## src/rtl/orientation_loader.sv

```systemverilog
`default_nettype none
//------------------------------------------------------------------------------
// Module   : orientation_loader
// Purpose  : SPI front end for the cube-face display. Shifts in one face
//            orientation, synchronizes and validates it, then hands it to the
//            LED-matrix core with a one-cycle start pulse. Returns a done level
//            to the microcontroller once the core has drawn the face.
// Ports    : clk         - system clock (40 MHz)
//            reset       - synchronous, active-low reset
//            sck/sdi     - SPI clock/data, asynchronous to clk
//            load        - frame enable, asynchronous to clk, high for a frame
//            frame_done  - one-cycle pulse from the core: face written
//            orientation - displayed orientation, square k at [8k+7:8k]
//            start       - one-cycle pulse: new orientation valid
//            done        - level: last accepted frame has been displayed
//            err         - sticky: last frame was rejected
// Config   : ORIENT_CHECK_EN - when defined, CHECK also rejects any byte
//            greater than 5 (not a valid colour code).
// Revision : 1.0 - initial release
//------------------------------------------------------------------------------
module orientation_loader #(
  parameter int NUM_SQUARES     = 9,
  parameter int BITS_PER_SQUARE = 8,
  parameter int SYNC_STAGES     = 2,
  localparam int W              = NUM_SQUARES * BITS_PER_SQUARE
) (
  input  logic         clk,
  input  logic         reset,
  input  logic         sck,
  input  logic         sdi,
  input  logic         load,
  input  logic         frame_done,
  output logic [W-1:0] orientation,
  output logic         start,
  output logic         done,
  output logic         err
);

  typedef enum logic [2:0] {
    S_IDLE  = 3'd0,
    S_SHIFT = 3'd1,
    S_CHECK = 3'd2,
    S_SHOW  = 3'd3,
    S_ACK   = 3'd4
  } state_t;

  state_t                 state;
  logic [SYNC_STAGES-1:0] sck_sync;
  logic [SYNC_STAGES-1:0] sdi_sync;
  logic [SYNC_STAGES-1:0] load_sync;
  logic                   sck_d;
  logic                   load_d;
  logic [W-1:0]           shadow;
  logic [6:0]             bitcnt;

  logic sck_s, sdi_s, load_s;
  logic sck_rise, load_rise, load_fall;
  logic bit_accept;
  logic codes_ok;
  logic frame_ok;

  assign sck_s  = sck_sync[SYNC_STAGES-1];
  assign sdi_s  = sdi_sync[SYNC_STAGES-1];
  assign load_s = load_sync[SYNC_STAGES-1];

  assign sck_rise  = sck_s & ~sck_d;
  assign load_rise = load_s & ~load_d;
  assign load_fall = ~load_s & load_d;

  // load_d still high covers a bit whose rise coincides with the load fall.
  assign bit_accept = sck_rise & (load_s | load_d);

`ifdef ORIENT_CHECK_EN
  always_comb begin
    codes_ok = 1'b1;
    for (int k = 0; k < NUM_SQUARES; k++) begin
      if (shadow[k*BITS_PER_SQUARE +: BITS_PER_SQUARE] > BITS_PER_SQUARE'(5))
        codes_ok = 1'b0;
    end
  end
`else
  assign codes_ok = 1'b1;
`endif

  assign frame_ok = (bitcnt == 7'(W)) && codes_ok;

  // Synchronizer chains and one-cycle delayed copies used for edge detection.
  always_ff @(posedge clk) begin
    if (!reset) begin
      sck_sync  <= '0;
      sdi_sync  <= '0;
      load_sync <= '0;
      sck_d     <= 1'b0;
      load_d    <= 1'b0;
    end else begin
      sck_sync  <= {sck_sync[SYNC_STAGES-2:0], sck};
      sdi_sync  <= {sdi_sync[SYNC_STAGES-2:0], sdi};
      load_sync <= {load_sync[SYNC_STAGES-2:0], load};
      sck_d     <= sck_s;
      load_d    <= load_s;
    end
  end

  always_ff @(posedge clk) begin
    if (!reset) begin
      state       <= S_IDLE;
      shadow      <= {W{1'b1}};
      orientation <= {W{1'b1}};
      bitcnt      <= 7'd0;
      start       <= 1'b0;
      done        <= 1'b0;
      err         <= 1'b0;
    end else begin
      start <= 1'b0;
      case (state)
        S_IDLE: begin
          if (load_rise) begin
            bitcnt <= 7'd0;
            err    <= 1'b0;
            state  <= S_SHIFT;
          end
        end
        S_SHIFT: begin
          if (bit_accept) begin
            shadow <= {shadow[W-2:0], sdi_s};
            if (bitcnt != 7'd127)
              bitcnt <= bitcnt + 7'd1;
          end
          if (load_fall)
            state <= S_CHECK;
        end
        S_CHECK: begin
          if (frame_ok) begin
            orientation <= shadow;
            start       <= 1'b1;
            state       <= S_SHOW;
          end else begin
            err   <= 1'b1;
            state <= S_IDLE;
          end
        end
        S_SHOW: begin
          // The microcontroller must wait for done; an early frame is dropped.
          if (load_rise)
            err <= 1'b1;
          if (frame_done) begin
            done  <= 1'b1;
            state <= S_ACK;
          end
        end
        S_ACK: begin
          if (load_rise) begin
            done   <= 1'b0;
            bitcnt <= 7'd0;
            state  <= S_SHIFT;
          end
        end
        default: state <= S_IDLE;
      endcase
    end
  end

endmodule
`default_nettype wire

```

## config.mk

```make
export PLATFORM = sky130hd
export DESIGN_NAME = orientation_loader
export DESIGN_NICKNAME = d
export VERILOG_FILES = /design/src/rtl/orientation_loader.sv
export SDC_FILE = /design/constraint.sdc
export NUM_CORES = 1
export LEC_CHECK = 0
export ABC_AREA = 1
export CELL_PAD_IN_SITES_DETAIL_PLACEMENT = 0
export CELL_PAD_IN_SITES_GLOBAL_PLACEMENT = 2
export CORE_MARGIN = 2
export CORE_UTILIZATION = 28
export DETAILED_ROUTE_END_ITERATION = 10
export GPL_ROUTABILITY_DRIVEN = 0
export PLACE_DENSITY_LB_ADDON = 0.1
export SYNTH_ARGS = -nofsm -noshare
export SYNTH_HDL_FRONTEND = slang
export SYNTH_SLANG_ARGS = --single-unit
```

## constraint.sdc

```tcl
create_clock -name clk -period 1.4 [get_ports clk]
set_clock_uncertainty 0.2 [all_clocks]
set_input_delay 0.35 -clock clk [delete_from_list [all_inputs] [get_ports clk]]
set_output_delay 0.35 -clock clk [all_outputs]
set_load 0.005 [all_outputs]
```

==> results.cfg <==
[run_status]
status = finished with violations
failed_checks = negative setup slack

[power]
powerDensity_nw_per_um2 = 1094
pwr-share-clk_pct = 44.6
power.switching_uw = 2535
pwr-share-seq_pct = 47.3
irDropWorstVdd_uv = 833.3
p_sw_share_pct = 25.11
leakagePower_uw = 0.004056
combPwrFrac_pct = 8.1
internal_power_uw = 7560

[sta]
whs_ns = 0.2102
hold_viol_final = 0
layout_min_cycle_time_ns = 1.603
finalSetupViolations = 222
slew_headroom_pct = 79.04
fmax_mhz = 623.7
fin_ws_ns = -0.2034
fin_crit_sh_pct = 114.5
worst_pin_slew_ns = 0.3116
drv_slew = 0
rsz0062_at_grt = yes

[final_layout]
multiInputGateArea_sq_um = 3054
post-route-cell-area_sq_um = 9224
syn_to_final_growth_pct = 55.66
layout_common_cells = nand2_1 (246), nand3_1 (110), dfxtp_1 (84)
fin_nets = 918
n_fill_cell = 2113
seq_area_sq_um = 3407
drive_gt1_share_pct = 45.66
diodes = 0
final_common_cell = nand2_1

[setup_path]
worstPathMaxFanout = 7
crit_path_end_kind = flop
r2r-start = state[0]
cp_slowest_cell = dfxtp_2
critPathMaxStageDelay_ns = 0.35
path_class = flop to flop
rrSetupSlack_ns = -0.20
cp_data_arrival_time_ns = 1.70
cpLargestDelayFamily = simple AND/OR/NAND/NOR gates
r2r_end = shadow[67]
cp_cell_sequence = inv_2 -> nor3_4 -> buf_12 -> nand2_8 -> clkbuf_16 -> nand2_2 -> nand3_1
start_kind = flop
critical_path_buf_inv_count = 3
critPathRequiredTime_ns = 1.49
rr_worst_depth = 7

[worst_hold_path]
min_from = load_sync[0]
min_to = load_sync[1]
min_path_type = flop to flop
min_path_cells = 2

[detailed_routing]
route.detailed.drc = 0
drt.antenna.violating_nets = 0
routed_wirelength_um = 17960
drt_first_pass_iters = 4
num_vias = 5479
post_drt_wl_per_cell_um = 15.00
via_per_inst = 4.577
drtIter0Drc = 257

[die]
std_cell_rows = 53
die_x_um = 149.5
io_pins = 81
start_util_pct = 28.37
die-height_um = 149.5
design.core.area_sq_um = 20890
die_area_sq_um = 22340

[global_routing]
grt_pass1_wl_um = 25160
overflow = 0
grt_pass1_vias = 5091
grt_max_degree = 59
track_usage_pct = 14.00
antenna_found_initial = 0

[clock_tree]
clk_pin_slew_worst_paths_ns = 0.07
cts_tree = built
h-tree-depth = 4
clock_latency_ns = 0.42
cts_buffer_depth = 2
clock-root-buffer = clkbuf_16
cts_sinks = 165
cts_made_buffers = 17

[yosys]
synth_cells = 770
ys_ff_latch = 165
mappedNetlistArea_sq_um = 5926
syn_avg_cell_area_sq_um = 7.696
syn-num-nets = 778
yosysSeqAreaShare_pct = 55.74
ys.warnings.count = 0
synthDistinctLibCells = 25

[place]
portBuffers = 80
dpl_cell_area_sq_um = 7336
dp_hpwl_um = 9199

[job]
max_cap_violations = 0
## power groups by stage
stage,combinational [uW],clock (uW),sequential [uW]
after detailed placement,506,0,4880
after CTS,580,4640,4770
after floorplan,280,0,4880
after global routing,883,4830,4780
after global placement,507,0,4880
final,818,4500,4780
## Yosys cell counts
| master | number | share of area, % |
|---|---|---|
| ha_1 | 2 | 0.42 |
| nor3_4 | 1 | 0.27 |
| nand4_1 | 2 | 0.21 |
| inv_1 | 25 | 1.6 |
| xor2_1 | 1 | 0.15 |
| nor3b_1 | 1 | 0.13 |
| nor2_1 | 18 | 1.1 |
| nor4_1 | 1 | 0.11 |
| buf_4 | 7 | 0.89 |
| nand2_1 | 328 | 21 |
| dfxtp_1 | 165 | 56 |
| nand3_1 | 156 | 13 |
| clkbuf_1 | 27 | 1.7 |
| a22oi_1 | 1 | 0.13 |
| o221ai_1 | 1 | 0.15 |
| nand2_2 | 2 | 0.21 |
| buf_2 | 8 | 0.68 |
| nor3_1 | 1 | 0.084 |
| buf_6 | 4 | 0.76 |
| a21oi_1 | 9 | 0.76 |
| nor3_2 | 1 | 0.17 |
| inv_2 | 3 | 0.19 |
| o21ai_0 | 3 | 0.25 |
| clkinv_1 | 1 | 0.063 |
| nand3b_1 | 2 | 0.25 |
## through the flow
stage | setup TNS [ns] | worst slack [ns] | power, uW | util (%) | instances
after CTS | -26.57 | -0.1951 | 9990 | 37.73 | 1165
final | -21.07 | -0.2034 | 10100 | 44.16 | 1197
after global routing | -35.99 | -0.2633 | 10500 | 44.16 | 1197
after floorplan | -2.039 | -0.04410 | 5159 | - | 770
after detailed placement | -24.96 | -0.2397 | 5391 | 35.12 | 1124
after global placement | -23.83 | -0.2674 | 5392 | 35.12 | 1124
## logic make-up after synthesis
family,count (synthesis),synth area share [%]
AND/OR/NAND/NOR,513,36.53
flip-flops,165,55.74
buffers and inverters,75,5.870
AO/OA/AOI/OAI,14,1.288
adder cells (fa/ha/maj),2,0.4222
XOR/XNOR,1,0.1478
## worst max-delay path by stage
| stage | start | to | depth (start not counted) |
|---|---|---|---|
| detailed placement | frame_done | state[0] | 7 |
| global route | state[0] | shadow[67] | 7 |
| floorplan | bitcnt[1] | orientation[35] | 9 |
| CTS | bitcnt[0] | orientation[6] | 9 |
| global placement | frame_done | state[0] | 7 |
| finish | state[0] | shadow[67] | 7 |
## state kept, by name, summed over array words and instances, names as in the netlist, 2 cells and up
name and count:
state 3, sdi_sync 2, sck_sync 2, bitcnt 7, orientation 72, shadow 72, load_sync 2
## metal layers
layer  up-vias  GRT usage (%)  part of all wire [%]
met3        19          3.506                   3.1
met1      2609          18.26                    49
met4         0          4.381                   1.3
met2        97          22.78                    47
li1       2754              -                     -
met5         -              0                     0
## cell type report
class,count,area share [%]
Inverter,29,1.438
Timing Repair inverter,2,0.3527
Sequential cell,165,36.94
Timing Repair Buffer,163,18.29
Clock buffer,19,4.910
Clock inverter,12,1.234
Multi-Input combinational cell,532,33.11
Tap cell,275,3.730
## timing repair
action | CTS | global route
resized for setup | 387 | 216
pin swaps | 4 | 34
endpoints found under the setup margin | 230 | 232
hold endpoints to repair | 1 | 0
buffers inserted | 8 | 7
gates cloned | 1 | 26
hold buffers | 1 | 0
## worst reg2reg max path, stage by stage (launching register included)
cell and delay [ns]:
dfxtp_2 0.35, inv_2 0.06, nor3_4 0.19, buf_12 0.17, nand2_8 0.14, clkbuf_16 0.23, nand2_2 0.06, nand3_1 0.08
Note: power is estimated with default switching activity, not from simulation.
